**config.mk**
```make
export PLATFORM = sky130hd
export DESIGN_NAME = wb_cmd_master
export DESIGN_NICKNAME = d
export VERILOG_FILES = /design/src/rtl/wb_cmd_master.sv
export SDC_FILE = /design/constraint.sdc
export NUM_CORES = 1
export LEC_CHECK = 0
export BUFFER_PORTS_ARGS = -buffer_cell sky130_fd_sc_hd__buf_2
export CAP_MARGIN = 20
export CORE_MARGIN = 5
export CORE_UTILIZATION = 61
export CTS_CLUSTER_DIAMETER = 100
export DETAILED_ROUTE_END_ITERATION = 7
export GPL_ROUTABILITY_DRIVEN = 0
export GPL_TIMING_DRIVEN = 1
export HOLD_SLACK_MARGIN = 0.08
export PLACE_DENSITY = 0.87
export SLEW_MARGIN = 20
export SYNTH_ARGS = -nofsm -noshare
export SYNTH_HDL_FRONTEND = slang
export SYNTH_SLANG_ARGS = --single-unit
```
**constraint.sdc**
```tcl
create_clock -name i_clk -period 7.2 [get_ports i_clk]
set_input_delay 2.16 -clock i_clk [delete_from_list [all_inputs] [get_ports i_clk]]
set_output_delay 2.16 -clock i_clk [all_outputs]
set_load 0.005 [all_outputs]
```
**src/rtl/wb_cmd_master.sv**
```systemverilog
// -----------------------------------------------------------------------------
// wb_cmd_master
//
// Wishbone classic single-cycle initiator. Commands (read/write, address, data,
// byte selects) arrive on a valid/ready port and are buffered in a small FIFO.
// Each command becomes exactly one Wishbone cycle. The read data, or a timeout
// error, comes back on a valid/ready response port. Hardware sequencers and the
// debug bridge use it to reach register peripherals without involving the CPU.
//
// Parameters
//   ADDR_W      Wishbone address width.
//   FIFO_DEPTH  command FIFO entries; power of two, >= 2.
//   TIMEOUT     max cycles waiting for i_wb_ack before aborting; 0 = never.
//
// Ports
//   i_clk, i_rst                 clock (posedge), async active-high reset
//   i_cmd_valid / o_cmd_ready    command handshake (ready = FIFO not full)
//   i_cmd_we/adr/dat/sel         command payload
//   o_rsp_valid / i_rsp_ready    response handshake (valid held until ready)
//   o_rsp_dat, o_rsp_err         read data (0 for writes/errors), timeout flag
//   o_busy                       FIFO non-empty or a transaction in flight
//   o_wb_adr/dat/sel/we          Wishbone request, held between transactions
//   o_wb_cyc, o_wb_stb           Wishbone cycle/strobe (always equal)
//   i_wb_dat, i_wb_ack           Wishbone read data and acknowledge
// -----------------------------------------------------------------------------
module wb_cmd_master #(
  parameter int ADDR_W     = 32,
  parameter int FIFO_DEPTH = 4,
  parameter int TIMEOUT    = 255
) (
  input  logic              i_clk,
  input  logic              i_rst,
  // command port
  input  logic              i_cmd_valid,
  output logic              o_cmd_ready,
  input  logic              i_cmd_we,
  input  logic [ADDR_W-1:0] i_cmd_adr,
  input  logic [31:0]       i_cmd_dat,
  input  logic [3:0]        i_cmd_sel,
  // response port
  output logic              o_rsp_valid,
  input  logic              i_rsp_ready,
  output logic [31:0]       o_rsp_dat,
  output logic              o_rsp_err,
  output logic              o_busy,
  // Wishbone initiator
  output logic [ADDR_W-1:0] o_wb_adr,
  output logic [31:0]       o_wb_dat,
  output logic [3:0]        o_wb_sel,
  output logic              o_wb_we,
  output logic              o_wb_cyc,
  output logic              o_wb_stb,
  input  logic [31:0]       i_wb_dat,
  input  logic              i_wb_ack
);

  localparam int PTR_W = $clog2(FIFO_DEPTH);
  localparam int CNT_W = PTR_W + 1;
  localparam logic [CNT_W-1:0] CNT_FULL = CNT_W'(FIFO_DEPTH);

  // The timeout counter only ever needs to reach TIMEOUT-1.
  localparam int TO_W = (TIMEOUT > 1) ? $clog2(TIMEOUT) : 1;
  localparam logic [TO_W-1:0] TO_LAST = TO_W'((TIMEOUT > 0) ? TIMEOUT - 1 : 0);

  typedef struct packed {
    logic              we;
    logic [ADDR_W-1:0] adr;
    logic [31:0]       dat;
    logic [3:0]        sel;
  } cmd_t;

  typedef enum logic [1:0] {
    IDLE = 2'd0,
    BUS  = 2'd1,
    RESP = 2'd2
  } state_t;

  state_t state, state_next;

  // ---------------------------------------------------------------------------
  // Command FIFO
  // ---------------------------------------------------------------------------
  cmd_t             fifo_mem [FIFO_DEPTH];
  logic [PTR_W-1:0] wr_ptr;
  logic [PTR_W-1:0] rd_ptr;
  logic [CNT_W-1:0] count;
  logic [CNT_W-1:0] count_next;
  logic             cmd_ready_q;
  logic             push;
  logic             pop;
  cmd_t             cmd_in;
  cmd_t             head;

  // cmd_ready_q is the registered "not full" flag, so a push while full is
  // refused even if the FSM pops in the same cycle.
  assign push   = i_cmd_valid && cmd_ready_q;
  assign pop    = (state == IDLE) && (count != '0);
  assign cmd_in = '{we: i_cmd_we, adr: i_cmd_adr, dat: i_cmd_dat, sel: i_cmd_sel};
  assign head   = fifo_mem[rd_ptr];

  // NOTE: every signal driven from always_comb gets a default on entry so that
  // no path leaves it unassigned, which would otherwise infer a latch.
  always_comb begin
    count_next = count;
    unique case ({push, pop})
      2'b10:   count_next = count + 1'b1;
      2'b01:   count_next = count - 1'b1;
      default: count_next = count;
    endcase
  end

  // NOTE: state registers use non-blocking assignments so every flop samples
  // the pre-edge values of its peers, independent of block evaluation order.
  always_ff @(posedge i_clk or posedge i_rst) begin
    if (i_rst) begin
      wr_ptr      <= '0;
      rd_ptr      <= '0;
      count       <= '0;
      cmd_ready_q <= 1'b1;
    end else begin
      // Pointers are PTR_W bits wide, so they wrap modulo FIFO_DEPTH for free.
      if (push) wr_ptr <= wr_ptr + 1'b1;
      if (pop)  rd_ptr <= rd_ptr + 1'b1;
      count       <= count_next;
      cmd_ready_q <= (count_next != CNT_FULL);
    end
  end

  // NOTE: the storage array has no reset; entries are only read after being
  // written, and a flush is done by resetting the pointers and count.
  always_ff @(posedge i_clk) begin
    if (push) fifo_mem[wr_ptr] <= cmd_in;
  end

  // ---------------------------------------------------------------------------
  // Transaction FSM
  // ---------------------------------------------------------------------------
  logic [TO_W-1:0] to_cnt;
  logic            timeout_hit;

  assign timeout_hit = (TIMEOUT != 0) && (to_cnt == TO_LAST);

  // State register. Reset returns to IDLE asynchronously, which drops
  // cyc/stb at once since they decode directly from the state.
  always_ff @(posedge i_clk or posedge i_rst) begin
    if (i_rst) state <= IDLE;
    else       state <= state_next;
  end

  // Next-state logic. Ack is tested before the timeout so that an ack on the
  // terminal-count cycle still completes the transfer successfully.
  always_comb begin
    state_next = state;
    unique case (state)
      IDLE:    if (count != '0)     state_next = BUS;
      BUS:     if (i_wb_ack)        state_next = RESP;
               else if (timeout_hit) state_next = RESP;
      RESP:    if (i_rsp_ready)     state_next = IDLE;
      default:                      state_next = IDLE;
    endcase
  end

  // Moore outputs. Leaving BUS always passes through RESP and IDLE, so cyc is
  // low for at least two cycles between transactions; slaves that generate
  // ack as cyc & !ack therefore always see a fresh cycle.
  always_comb begin
    o_wb_cyc    = (state == BUS);
    o_wb_stb    = (state == BUS);
    o_rsp_valid = (state == RESP);
    o_busy      = (state != IDLE) || (count != '0);
    o_cmd_ready = cmd_ready_q;
  end

  // ---------------------------------------------------------------------------
  // Datapath: Wishbone request, timeout counter, response capture
  // ---------------------------------------------------------------------------
  always_ff @(posedge i_clk or posedge i_rst) begin
    if (i_rst) begin
      o_wb_adr  <= '0;
      o_wb_dat  <= '0;
      o_wb_sel  <= '0;
      o_wb_we   <= 1'b0;
      to_cnt    <= '0;
      o_rsp_dat <= '0;
      o_rsp_err <= 1'b0;
    end else begin
      // Request fields change only when a new command is popped, so they are
      // stable throughout BUS and keep their last values while idle.
      if (pop) begin
        o_wb_adr <= head.adr;
        o_wb_dat <= head.dat;
        o_wb_sel <= head.sel;
        o_wb_we  <= head.we;
      end

      if (pop)                to_cnt <= '0;
      else if (state == BUS)  to_cnt <= to_cnt + 1'b1;

      if (state == BUS) begin
        if (i_wb_ack) begin
          o_rsp_dat <= o_wb_we ? 32'h0 : i_wb_dat;
          o_rsp_err <= 1'b0;
        end else if (timeout_hit) begin
          o_rsp_dat <= 32'h0;
          o_rsp_err <= 1'b1;
        end
      end
    end
  end

endmodule

```
After elaboration in Yosys (flattened, before gate mapping)
Memory sizes are Yosys's and may differ from the RTL's. A register that Yosys moved wholly into a read port is not among the register bits. Cells that the tools add are included.

Bits in registers: 51. Input bits: 106. Memory bits (writable): 276. Logic and storage cells: 48. Bits in read-only memories: 0. Output and inout port bits: 107. Latch bits: 0. Memories kept: 1.

Memory list: fifo_mem (depth 4, width 69, rd ports 1, clocked after Yosys merged registers in 1, write ports 1, RTL line 83) `cmd_t fifo_mem [FIFO_DEPTH];`.

Shift operators: 0. Reductions and logical operators: 10. Multipliers: 0. Mux-type cells: 15. Equality and inequality tests: 9. Magnitude comparators: 0. Bitwise logic cells: 0. Div/mod/pow operators: 0. Add/sub/neg operators: 5.

Operators with widths (count): 2-to-1 mux 32 bit (3); 2-to-1 mux 8 bit (2); adder 8 x 1 -> 8 bit (second input constant) (1); == test 8 bit (second input constant) (1); 2-to-1 mux 2 bit (4); one-hot mux 2 bit (3 select lines) (1); one-hot mux 3 bit (2 select lines) (1); nonzero test 2 bit (3); adder 2 x 1 -> 2 bit (second input constant) (2); == test 2 x 1 -> 1 bit (second input constant) (2); == test 2 bit (second input constant) (2); 2-to-1 mux 1 bit (4); != test 2 x 1 -> 1 bit (second input constant) (2); adder 3 x 1 -> 3 bit (second input constant) (1); != test 3 x 1 -> 1 bit (second input constant) (1); != test 3 bit (second input constant) (1); AND reduction 3 bit (1); nonzero test 3 bit (1); subtractor 3 x 1 -> 3 bit (second input constant) (1); logical AND 1 bit (2); zero test 2 bit (1); AND reduction 2 bit (1); logical OR 1 bit (1).

Depth between registers and ports, before layout
Gate-level depths: netlist (run 1).

Word-level depth: 5. Depth in mapped cells: 11. Gate-level depth less buffers: 9.

Worst setup path before layout (run 1)
No wires, ideal clock.

Path kind: input-to-reg. Start point: input i_cmd_valid. End point: memory fifo_mem[0][0] (netlist bit) (enable). Path slack: 2.938 ns. Library setup time: 0.435 ns. Data arrival time: 3.827 ns. Data required time: 6.765 ns. Buffers on the path: 0. Stages: 1. Cell sequence: and3_1.

Longest elaborated chain between the ends: 3.

RTL lines: start, declared (RTL line 34) `input logic i_cmd_valid,`; logical AND 1 bit (RTL line 96) `assign push = i_cmd_valid && cmd_ready_q;`; 2-to-1 mux 1 bit (RTL line 132) `if (push) fifo_mem[wr_ptr] <= cmd_in;`; 2-to-1 mux 1 bit (not written as such) (RTL line 132); end, declared (RTL line 83).

Every way passes these cells.

Final worst setup path (run 1)
Start point: register state[1]. End point: output o_wb_stb.

Longest elaborated chain between the ends: 1.

RTL lines: start, declared (RTL line 78) `state_t state, state_next;`; start signal, assigned (RTL line 147) `else state <= state_next;`; == test 2 x 1 -> 1 bit (RTL line 168) `o_wb_stb = (state == BUS);`; end, declared (RTL line 52) `output logic o_wb_stb,`.

Every way passes these cells.

==> Implementation_results.wiki, run 1 <==
{| class="wikitable"
! Metric !! Value
|-
| CTS Root Cell || sky130_fd_sc_hd__clkbuf_16
|-
| Share of synthesized area occupied by flip-flops and latches || 0.745
|-
| First DRT Iteration DRCs || 649
|-
| Footprint of the multi-input gates || 3570 um2
|-
| Share of synthesized registers carrying an async set or reset || 0.303
|-
| Setup repair after global routing missed its margin || no
|-
| Worst-case headroom to the max-slew limit || 0.267
|-
| Routed length on met2 || 16.6 mm
|-
| Number of port buffers || 212
|-
| Cell area power density || 455 nW/um2
|-
| Antenna Violating Nets Remaining || 0
|-
| End-of-flow core utilization || 0.732
|-
| Arrival @ worst endpoint || 1.92 ns
|-
| Final period demand of the worst path || 4.08 ns
|-
| Via count of the first global-routing pass || 8334
|-
| Predominant post-synthesis flop cell || sky130_fd_sc_hd__edfxtp_1
|-
| Final slew viol count || 0
|-
| TritonCTS clock tree || done
|-
| Summed negative setup slack over all endpoints || 0 ns
|-
| Antenna violations before repair || 10
|-
| Top cell type's share of synthesized area || 0.547
|-
| First-pass DRT Iterations || 5
|-
| Ys Warns || 0
|-
| Max_cap viols || 0
|-
| # resized after CTS || 0
|-
| Crit path setup slack, layout || 3.12 ns
|-
| Initial core utilization || 0.621
|-
| Critical path class || reg -> out
|-
| Pin count of the biggest net entering global routing || 84
|-
| Later-pin clock latency in the skew report || 0.52 ns
|-
| Sort of element at the start of the critical path || register
|-
| Die ar. || 28100 um2
|-
| Layout overhead on the synthesized area || 17.8%
|-
| Number of buffers inserted by post-CTS setup repair || 0
|-
| Post-synthesis instance area || 15200 um2
|-
| Result of the run || finished, final reports clean
|-
| Syn Inst Count || 716
|-
| Most frequent standard cell in the layout excluding fill and tap cells || sky130_fd_sc_hd__edfxtp_1
|-
| Std cell rows || 57
|-
| Post-detailed-routing wire length || 31.2 mm
|-
| TritonCTS buffer count || 40
|-
| Filler instances || 1459
|-
| Core region area || 24400 um2
|-
| Transition at the pin with the smallest max-transition slack || 1.10 ns
|-
| Die outline height || 168 um
|-
| Routed length per placed instance || 23.9 um
|-
| GRT Residual Overflow || 0
|-
| Top area cells in the synthesized netlist || sky130_fd_sc_hd__edfxtp_1, sky130_fd_sc_hd__dfrtp_1, sky130_fd_sc_hd__mux4_2, sky130_fd_sc_hd__mux2_4, sky130_fd_sc_hd__a221o_1
|-
| Share of layout cells above drive strength 1 || 0.449
|-
| VDD IR-drop max || 0.330 mV
|-
| Largest area contributor in the netlist || sky130_fd_sc_hd__edfxtp_1
|-
| DR WL met3 || 1.64 mm
|-
| Wire length on met1 || 11.9 mm
|-
| Clock transition time at the flip-flop clock pins of the worst setup and hold paths || 0.06 ns
|-
| Overall die width || 168 um
|-
| Leakage || 6.79 nW
|-
| Count of hold buffers inserted by post-cts repair || 0
|-
| Number of distinct library cells after synthesis || 51
|-
| Number of enable flip-flop cells after synthesis || 276
|-
| Nets in the synthesized netlist || 830
|-
| Setup Slack @ Placement || 3.32 ns
|-
| Maximum level of the CTS H-tree || 2
|-
| Number of sinks driven by the clock tree || 396
|-
| Critical Path End Type || output pin
|-
| Register area || 11300 um2
|-
| Number of nets in the layout || 1055
|-
| Clk buf depth || 3
|-
| HPWL Detailed || 17.9 mm
|-
| Setup violation total in the final timing report || 0
|-
| Highest-count cells in the layout ignoring fill and taps || sky130_fd_sc_hd__edfxtp_1, sky130_fd_sc_hd__buf_2, sky130_fd_sc_hd__dfrtp_1
|-
| Clock tree skew after final layout || 0.0125 ns
|-
| Overall Global Routing Usage || 0.223
|-
| Count of unresolved DRC violations after routing || 0
|-
| Hold violation count in the final report || 0
|-
| Syn Area/Cell || 21.2 um2
|-
| Top Layer Used || met5
|-
| Required time reported for the critical path endpoint || 5.04 ns
|-
| Crit share post-route || 0.567
|-
| Routed vias || 7658
|-
| Flip-flop and latch count after synthesis || 396
|-
| Ratio of routed vias to standard cells || 5.89
|-
| Highest clock frequency the design can meet || 0.245 GHz
|-
| Number of I/O pins || 213
|-
| Min-delay worst type || reg -> reg
|-
| Crit-path max FO || 45
|-
| Wire length of the first global-routing pass || 48.4 mm
|}
==> worst paths after layout <==
path | startpoint | to | slack, ns | cells past startpoint
min in group asynchronous | i_rst | o_wb_adr[22]$_DFFE_PP0N_ | 1.74 | 2
setup reg to reg | rd_ptr[0]$_DFFE_PP0N_ | o_wb_adr[14]$_DFFE_PP0N_ | 4.50 | 3
max in group asynchronous | i_rst | o_wb_dat[6]$_DFFE_PP0N_ | 4.35 | 3
hold / removal | o_wb_dat[27]$_DFFE_PP0N_ | o_wb_dat[27]$_DFFE_PP0N_ | 0.50 | 1
hold reg to reg | o_wb_dat[27]$_DFFE_PP0N_ | o_wb_dat[27]$_DFFE_PP0N_ | 0.50 | 1
setup / recovery | state[1]$_DFFE_PP0P_ | o_wb_stb | 3.12 | 4
==> critical path: stages, from the launching register on <==
cell and delay (ns):
sky130_fd_sc_hd__dfrtp_1 0.39, sky130_fd_sc_hd__nand2b_1 0.12, sky130_fd_sc_hd__buf_4 0.33, sky130_fd_sc_hd__clkinv_1 0.34, sky130_fd_sc_hd__buf_2 0.22
==> per-stage QoR <==
stage                     instances  power, W  hold slack, ns  area [um2]
final                          1301   0.00811           0.501       17800
after global routing           1301   0.00853           0.519       17800
after CTS                      1294   0.00819           0.503       17800
after detailed placement       1222   0.00600           0.472       16400
after global placement         1222   0.00587           0.454       16400
after floorplan                 716   0.00528           0.432       15200
==> registers in the layout (all words and copies together), names as in the netlist <==
name and cells:
o_wb_sel 4, count 3, to_cnt 8, o_rsp_dat 32, o_wb_dat 32, o_wb_we 1, state 2, fifo_mem 276
o_cmd_ready 1, o_wb_adr 32, o_rsp_err 1, rd_ptr 2, wr_ptr 2
==> power breakdown <==
group          switching, W  leakage [nW]  total [W]  internal, W
Combinational       0.00104          2.18    0.00240      0.00136
Sequential         0.000455          3.94    0.00358      0.00313
Clock              0.000825         0.667    0.00214      0.00131
Total               0.00232          6.79    0.00811      0.00580
==> cell type report <==
type,count,share of cell area
flip-flops and latches,396,0.633
multi-input cells,274,0.200
repair buffers,219,0.0635
clock buffers,53,0.0628
well taps,324,0.0227
clock inverters,19,0.0142
inverters,10,0.00252
diodes,6,0.000841
==> layer usage <==
metal,vias up,GRT usage
li1,3324,-
met1,3967,0.286
met2,277,0.386
met3,82,0.0387
met4,8,0.0836
met5,-,0
==> synthesized netlist by cell type (3+ instances only) <==
library cell	n
sky130_fd_sc_hd__and2_1	28
sky130_fd_sc_hd__o21ai_0	7
sky130_fd_sc_hd__nand2_1	8
sky130_fd_sc_hd__a221o_1	31
sky130_fd_sc_hd__and2_0	4
sky130_fd_sc_hd__inv_1	8
sky130_fd_sc_hd__mux2_4	44
sky130_fd_sc_hd__mux4_2	69
sky130_fd_sc_hd__buf_2	10
sky130_fd_sc_hd__xnor2_1	3
sky130_fd_sc_hd__nor2_1	4
sky130_fd_sc_hd__xor2_1	3
sky130_fd_sc_hd__ha_1	7
sky130_fd_sc_hd__edfxtp_1	276
sky130_fd_sc_hd__clkbuf_1	11
sky130_fd_sc_hd__buf_12	4
sky130_fd_sc_hd__dfrtp_1	119
sky130_fd_sc_hd__buf_6	6
sky130_fd_sc_hd__a21oi_1	3
sky130_fd_sc_hd__buf_4	5
sky130_fd_sc_hd__mux2_2	26
sky130_fd_sc_hd__and3_1	5
==> logic make-up after synthesis <==
| family | after synthesis | synth area share |
|---|---|---|
| buffers and inverters | 46 | 0.0207 |
| DFF | 396 | 0.745 |
| AOI/OAI and AO/OA | 51 | 0.0288 |
| adders and majority gates | 8 | 0.00710 |
| muxes | 141 | 0.167 |
| and+or+nand+nor | 68 | 0.0279 |
| xor gates and xnor gates | 6 | 0.00347 |
Power figures use the tool's default switching activity.
==> run 2, diff against run 1 <==
CORE_UTILIZATION = 57   (was 61)
PLACE_DENSITY = 0.82   (was 0.87)
clock period = 4 ns   (was 7.2 ns; I/O delays follow)
==> run 2 against run 1 <==
Routed wire length decreased by 3.8%. Clock-buffer cell count did not move. Largest cell class unchanged. Core utilization down 4.4 points. Largest power group unchanged.
==> Implementation_results.wiki, run 2 (same netlist as run 1, synthesis figures left out) <==
{| class="wikitable"
! Metric !! Value
|-
| Final slew viol count || 0
|-
| TritonCTS buffer count || 41
|-
| Critical Path End Type || output pin
|-
| Number of sinks driven by the clock tree || 396
|-
| Delay contributed by the slowest stage of the critical path || 0.41 ns
|-
| Number of nets in the layout || 1066
|-
| Register with the most flip-flops || fifo_mem
|-
| Layout overhead on the synthesized area || 18.5%
|-
| Setup violation total in the final timing report || 0
|-
| # resized after CTS || 0
|-
| Count of hold buffers inserted by post-cts repair || 0
|-
| Std cell rows || 59
|-
| Ratio of routed vias to standard cells || 5.71
|-
| Later-pin clock latency in the skew report || 0.52 ns
|-
| Overall die width || 173 um
|-
| GRT Residual Overflow || 0
|-
| Leakage || 6.85 nW
|-
| Hold violation count in the final report || 0
|-
| Wire length of the first global-routing pass || 47.0 mm
|-
| Routed vias || 7559
|-
| Max_cap viols || 0
|-
| VDD IR-drop max || 0.490 mV
|-
| Number of buffers and inverters on the critical path || 2
|-
| Core region area || 26100 um2
|-
| Crit-path max FO || 9
|-
| Min-delay worst type || reg -> reg
|-
| Clock transition time at the flip-flop clock pins of the worst setup and hold paths || 0.06 ns
|-
| Cell area power density || 814 nW/um2
|-
| Highest-count cells in the layout ignoring fill and taps || sky130_fd_sc_hd__edfxtp_1, sky130_fd_sc_hd__buf_2, sky130_fd_sc_hd__dfrtp_1
|-
| TritonCTS clock tree || done
|-
| Number of buffers inserted by post-CTS setup repair || 0
|-
| Sort of element at the start of the critical path || register
|-
| Highest clock frequency the design can meet || 0.371 GHz
|-
| Arrival @ worst endpoint || 1.49 ns
|-
| HP Start || to_cnt[7]$_DFFE_PP0P_
|-
| Result of the run || finished, final reports clean
|-
| Routed length per placed instance || 22.6 um
|-
| Number of flip-flops under the largest register name || 276
|-
| Cell area reported after detailed placement || 16500 um2
|-
| CP top delay family || buffers and inverters
|-
| Count of unresolved DRC violations after routing || 0
|-
| Sequence of cells on the critical path || nand2b_1, clkinv_1, buf_2
|-
| Initial core utilization || 0.580
|-
| Critical path class || reg -> out
|-
| Via count of the first global-routing pass || 8205
|-
| RR Startpoint || count[0]$_DFF_PP0_
|-
| Final period demand of the worst path || 2.69 ns
|-
| Slowest stage cell on the critical path || sky130_fd_sc_hd__dfrtp_1
|-
| CTS Root Cell || sky130_fd_sc_hd__clkbuf_16
|-
| Share of layout cells above drive strength 1 || 0.456
|-
| Transition at the pin with the smallest max-transition slack || 1.06 ns
|-
| Required time reported for the critical path endpoint || 2.80 ns
|-
| Number of port buffers || 212
|-
| Final cell area excluding filler cells || 18000 um2
|-
| First DRT Iteration DRCs || 527
|-
| HPWL Detailed || 18.3 mm
|-
| Number of I/O pins || 213
|-
| Filler instances || 1726
|-
| Clock tree skew after final layout || 0.0174 ns
|-
| Die outline height || 173 um
|-
| Overall Global Routing Usage || 0.199
|-
| Die ar. || 29900 um2
|-
| Worst-case headroom to the max-slew limit || 0.296
|-
| Clk buf depth || 3
|-
| Pin count of the biggest net entering global routing || 71
|-
| Worst setup path startpoint || state[0]$_DFFE_PP0P_
|-
| Summed negative setup slack over all endpoints || 0 ns
|-
| Crit share post-route || 0.673
|-
| Maximum level of the CTS H-tree || 2
|-
| Post-detailed-routing wire length || 30.0 mm
|-
| Antenna violations before repair || 6
|-
| Setup repair after global routing missed its margin || no
|-
| First-pass DRT Iterations || 4
|-
| Most frequent standard cell in the layout excluding fill and tap cells || sky130_fd_sc_hd__edfxtp_1
|-
| Antenna Violating Nets Remaining || 0
|}
[run 2: final cells by class]
| type | instances | area [um2] | share of cell area |
|---|---|---|---|
| flip-flops and latches | 396 | 11300 | 0.629 |
| diodes | 6 | 15.0 | 0.000836 |
| well taps | 335 | 419 | 0.0233 |
| multi-input cells | 274 | 3570 | 0.199 |
| clock inverters | 21 | 267 | 0.0148 |
| repair buffers | 229 | 1200 | 0.0669 |
| clock buffers | 53 | 1140 | 0.0637 |
| inverters | 10 | 43.8 | 0.00244 |
[run 2: worst register-to-register path, delay by kind of cell, from the launching register on]
| family | cells | cell delay, ns |
|---|---|---|
| AO/OA/AOI/OAI | 1 | 0.18 |
| XOR/XNOR | 1 | 0.16 |
| adder cells (fa/ha/maj) | 2 | 0.65 |
| buffers and inverters | 2 | 0.43 |
| flip-flops | 1 | 0.42 |
| AND/OR/NAND/NOR | 3 | 0.58 |
[run 2: metal layers]
layer | global-route usage | vias to the layer above | share of wire
met2 | 0.340 | 215 | 0.51
met5 | 0 | - | 0.00047
met3 | 0.0354 | 74 | 0.045
met1 | 0.259 | 3918 | 0.41
met4 | 0.0745 | 4 | 0.035
li1 | - | 3348 | -
[run 2: through the flow]
stage,util,cells,setup WS (ns),power [W],hold slack (ns)
final,0.687,1324,1.31,0.0146,0.487
after global routing,0.687,1323,1.17,0.0154,0.493
after CTS,0.687,1318,1.30,0.0148,0.480
after detailed placement,0.633,1244,1.14,0.0108,0.457
after global placement,0.633,1244,1.17,0.0106,0.461
after floorplan,-,716,0.698,0.00951,0.432
[run 2: worst paths after layout]
check / cells past startpoint / endpoint / slack [ns]
max: 3 / o_wb_stb / 1.31
min: 1 / to_cnt[7]$_DFFE_PP0P_ / 0.49
max reg2reg: 9 / count[2]$_DFF_PP0_ / 1.45
min reg2reg: 1 / to_cnt[7]$_DFFE_PP0P_ / 0.49
max in group asynchronous: 3 / rd_ptr[1]$_DFFE_PP0N_ / 2.30
min in group asynchronous: 2 / o_wb_adr[22]$_DFFE_PP0N_ / 0.77
[run 2: report_power, final]
group          total [W]  switching (W)  internal [W]
registers        0.00638       0.000763       0.00561
logic            0.00432        0.00185       0.00247
clock network    0.00391        0.00150       0.00241
==> run 3, diff against run 2 <==
clock period = 2.5 ns   (was 4 ns; I/O delays follow)
==> run 3 against run 2 <==
Setup slack got worse by 1.1 ns. Die area unchanged. Worst hold slack got worse by 0.15 ns. Critical path type unchanged.
==> Implementation_results.wiki, run 3 (same netlist as run 1, synthesis figures left out) <==
{| class="wikitable"
! Metric !! Value
|-
| Die outline height || 173 um
|-
| Register share of total power || 0.435
|-
| Pin count of the biggest net entering global routing || 75
|-
| Final period demand of the worst path || 2.26 ns
|-
| Share of layout cells above drive strength 1 || 0.450
|-
| Std cell rows || 59
|-
| Post-route non-filler standard cell count || 1319
|-
| TritonCTS clock tree || done
|-
| HPWL Detailed || 17.2 mm
|-
| Sequence of cells on the critical path || nand2b_1, clkinv_1, buf_2
|-
| Post-detailed-routing wire length || 29.1 mm
|-
| Slowest stage cell on the critical path || sky130_fd_sc_hd__dfrtp_1
|-
| Routed length on met2 || 15.3 mm
|-
| Net Switching || 0.00648 W
|-
| Clk buf depth || 3
|-
| Count of hold buffers inserted by post-cts repair || 0
|-
| Number of placed cells counting well taps || 1245
|-
| End-of-flow core utilization || 0.686
|-
| First DRT Iteration DRCs || 557
|-
| Clock transition time at the flip-flop clock pins of the worst setup and hold paths || 0.06 ns
|-
| FF-to-FF setup slack || 0.34 ns
|-
| Register with the most flip-flops || fifo_mem
|-
| TritonCTS buffer count || 40
|-
| Max_cap viols || 0
|-
| # resized after CTS || 0
|-
| Via count of the first global-routing pass || 8083
|-
| DR WL met3 || 1.42 mm
|-
| Routed length per placed instance || 22.1 um
|-
| Number of sinks driven by the clock tree || 396
|-
| Setup repair after global routing missed its margin || no
|-
| Most frequent standard cell in the layout excluding fill and tap cells || sky130_fd_sc_hd__edfxtp_1
|-
| Final slew viol count || 0
|-
| Result of the run || finished, final reports clean
|-
| Routed vias || 7510
|-
| Worst Reg2Reg Path Length in Cells || 9
|-
| Antenna violations before repair || 2
|-
| Highest-count cells in the layout ignoring fill and taps || sky130_fd_sc_hd__edfxtp_1, sky130_fd_sc_hd__buf_2, sky130_fd_sc_hd__dfrtp_1
|-
| Wire length on met1 || 11.8 mm
|-
| Cell-internal power || 0.0164 W
|-
| Ratio of routed vias to standard cells || 5.69
|-
| RR Startpoint || state[0]$_DFFE_PP0P_
|-
| Highest clock frequency the design can meet || 0.443 GHz
|-
| Transition at the pin with the smallest max-transition slack || 0.672 ns
|-
| Overall Global Routing Usage || 0.196
|-
| Switching share of total power || 0.284
|-
| Number of flip-flops under the largest register name || 276
|-
| Maximum level of the CTS H-tree || 2
|-
| Sort of element at the start of the critical path || register
|-
| Reg-to-Reg End || count[2]$_DFF_PP0_
|-
| Number of port buffers || 212
|-
| Delay contributed by the slowest stage of the critical path || 0.41 ns
|-
| Number of buffers inserted by post-CTS setup repair || 0
|-
| Setup violation total in the final timing report || 0
|-
| Min-delay worst type || in -> async
|-
| First-pass DRT Iterations || 5
|-
| Critical Path End Type || output pin
|-
| Later-pin clock latency in the skew report || 0.52 ns
|-
| Number of I/O pins || 213
|-
| Min Hold Slack || 0.339 ns
|-
| VDD IR-drop max || 0.933 mV
|-
| Leakage || 6.82 nW
|-
| Number of nets in the layout || 1066
|-
| Count of unresolved DRC violations after routing || 0
|-
| Antenna Violating Nets Remaining || 0
|-
| GRT Residual Overflow || 0
|-
| Arrival @ worst endpoint || 1.51 ns
|-
| Critical path class || reg -> out
|-
| Core region area || 26100 um2
|-
| Top Layer Used || met5
|-
| Required time reported for the critical path endpoint || 1.75 ns
|-
| Overall die width || 173 um
|-
| Initial core utilization || 0.580
|-
| Summed negative setup slack over all endpoints || 0 ns
|-
| Layout overhead on the synthesized area || 18.3%
|-
| Worst-case headroom to the max-slew limit || 0.551
|-
| Clock tree skew after final layout || 0.0187 ns
|-
| Crit share post-route || 0.902
|-
| Wire length of the first global-routing pass || 46.4 mm
|-
| CTS Root Cell || sky130_fd_sc_hd__clkbuf_16
|-
| Clock network fraction of total power || 0.248
|-
| Crit-path max FO || 9
|-
| Cell area power density || 1270 nW/um2
|-
| Hold violation count in the final report || 0
|-
| Part of the power in combinational logic || 0.317
|-
| Die ar. || 29900 um2
|}
## run 3: cell types whose count changed in the layout (fill, tap and decap cells not counted), sizes merged
| cell | before | now |
|---|---|---|
| buf | 229 | 230 |
| bufinv | 6 | 2 |
| clkbuf | 53 | 56 |
| clkinv | 11 | 13 |
| clkinvlp | 4 | 2 |
| diode | 6 | 1 |
## run 3: critical path, delay by kind of cell (launching register included)
family	cells	cell delay [ns]
buffers and inverters	2	0.47
AND/OR/NAND/NOR	1	0.11
flip-flops	1	0.41
## run 3: power by group through the flow
stage | registers [W] | clock network, W | logic (W)
floorplan | 0.00981 | 0 | 0.00537
global placement | 0.00996 | 0 | 0.00721
detailed placement | 0.0101 | 0 | 0.00737
CTS | 0.00997 | 0.00580 | 0.00741
global route | 0.0101 | 0.00613 | 0.00786
finish | 0.00994 | 0.00565 | 0.00725
## run 3: metrics by stage
stage                     worst slack (ns)  area [um2]  power, W
after global routing                 0.129       17900    0.0241
final                                0.244       17900    0.0228
after global placement               0.125       16700    0.0172
after CTS                            0.239       17900    0.0232
after detailed placement            0.0641       16700    0.0174
after floorplan                      0.149       15200    0.0152
## run 3: worst max path at each step
stage / startpoint / endpoint / slack (ns) / depth (start not counted)
2_1_floorplan: count[0]$_DFF_PP0_ / count[2]$_DFF_PP0_ / 0.15 / 11
4_1_cts: state[1]$_DFFE_PP0P_ / o_wb_cyc / 0.24 / 3
6_report: state[0]$_DFFE_PP0P_ / o_wb_cyc / 0.24 / 3
3_3_place_gp: i_cmd_valid / count[2]$_DFF_PP0_ / 0.13 / 8
5_1_grt: state[1]$_DFFE_PP0P_ / o_wb_cyc / 0.13 / 3
3_5_place_dp: i_cmd_valid / count[2]$_DFF_PP0_ / 0.06 / 8
## run 3: layer usage
layer / track usage / up-vias
met3: 0.0362 / 51
met2: 0.342 / 204
met1: 0.258 / 3907
met4: 0.0545 / 2
li1: - / 3346
met5: 0 / -
## run 3: final cells by class
| class | count | area [um2] |
|---|---|---|
| well taps | 335 | 419 |
| flip-flops and latches | 396 | 11300 |
| clock inverters | 17 | 144 |
| fillers | 1675 | 8210 |
| clock buffers | 56 | 1110 |
| inverters | 10 | 43.8 |
| repair buffers | 230 | 1330 |
| diodes | 1 | 2.50 |
| multi-input cells | 274 | 3570 |
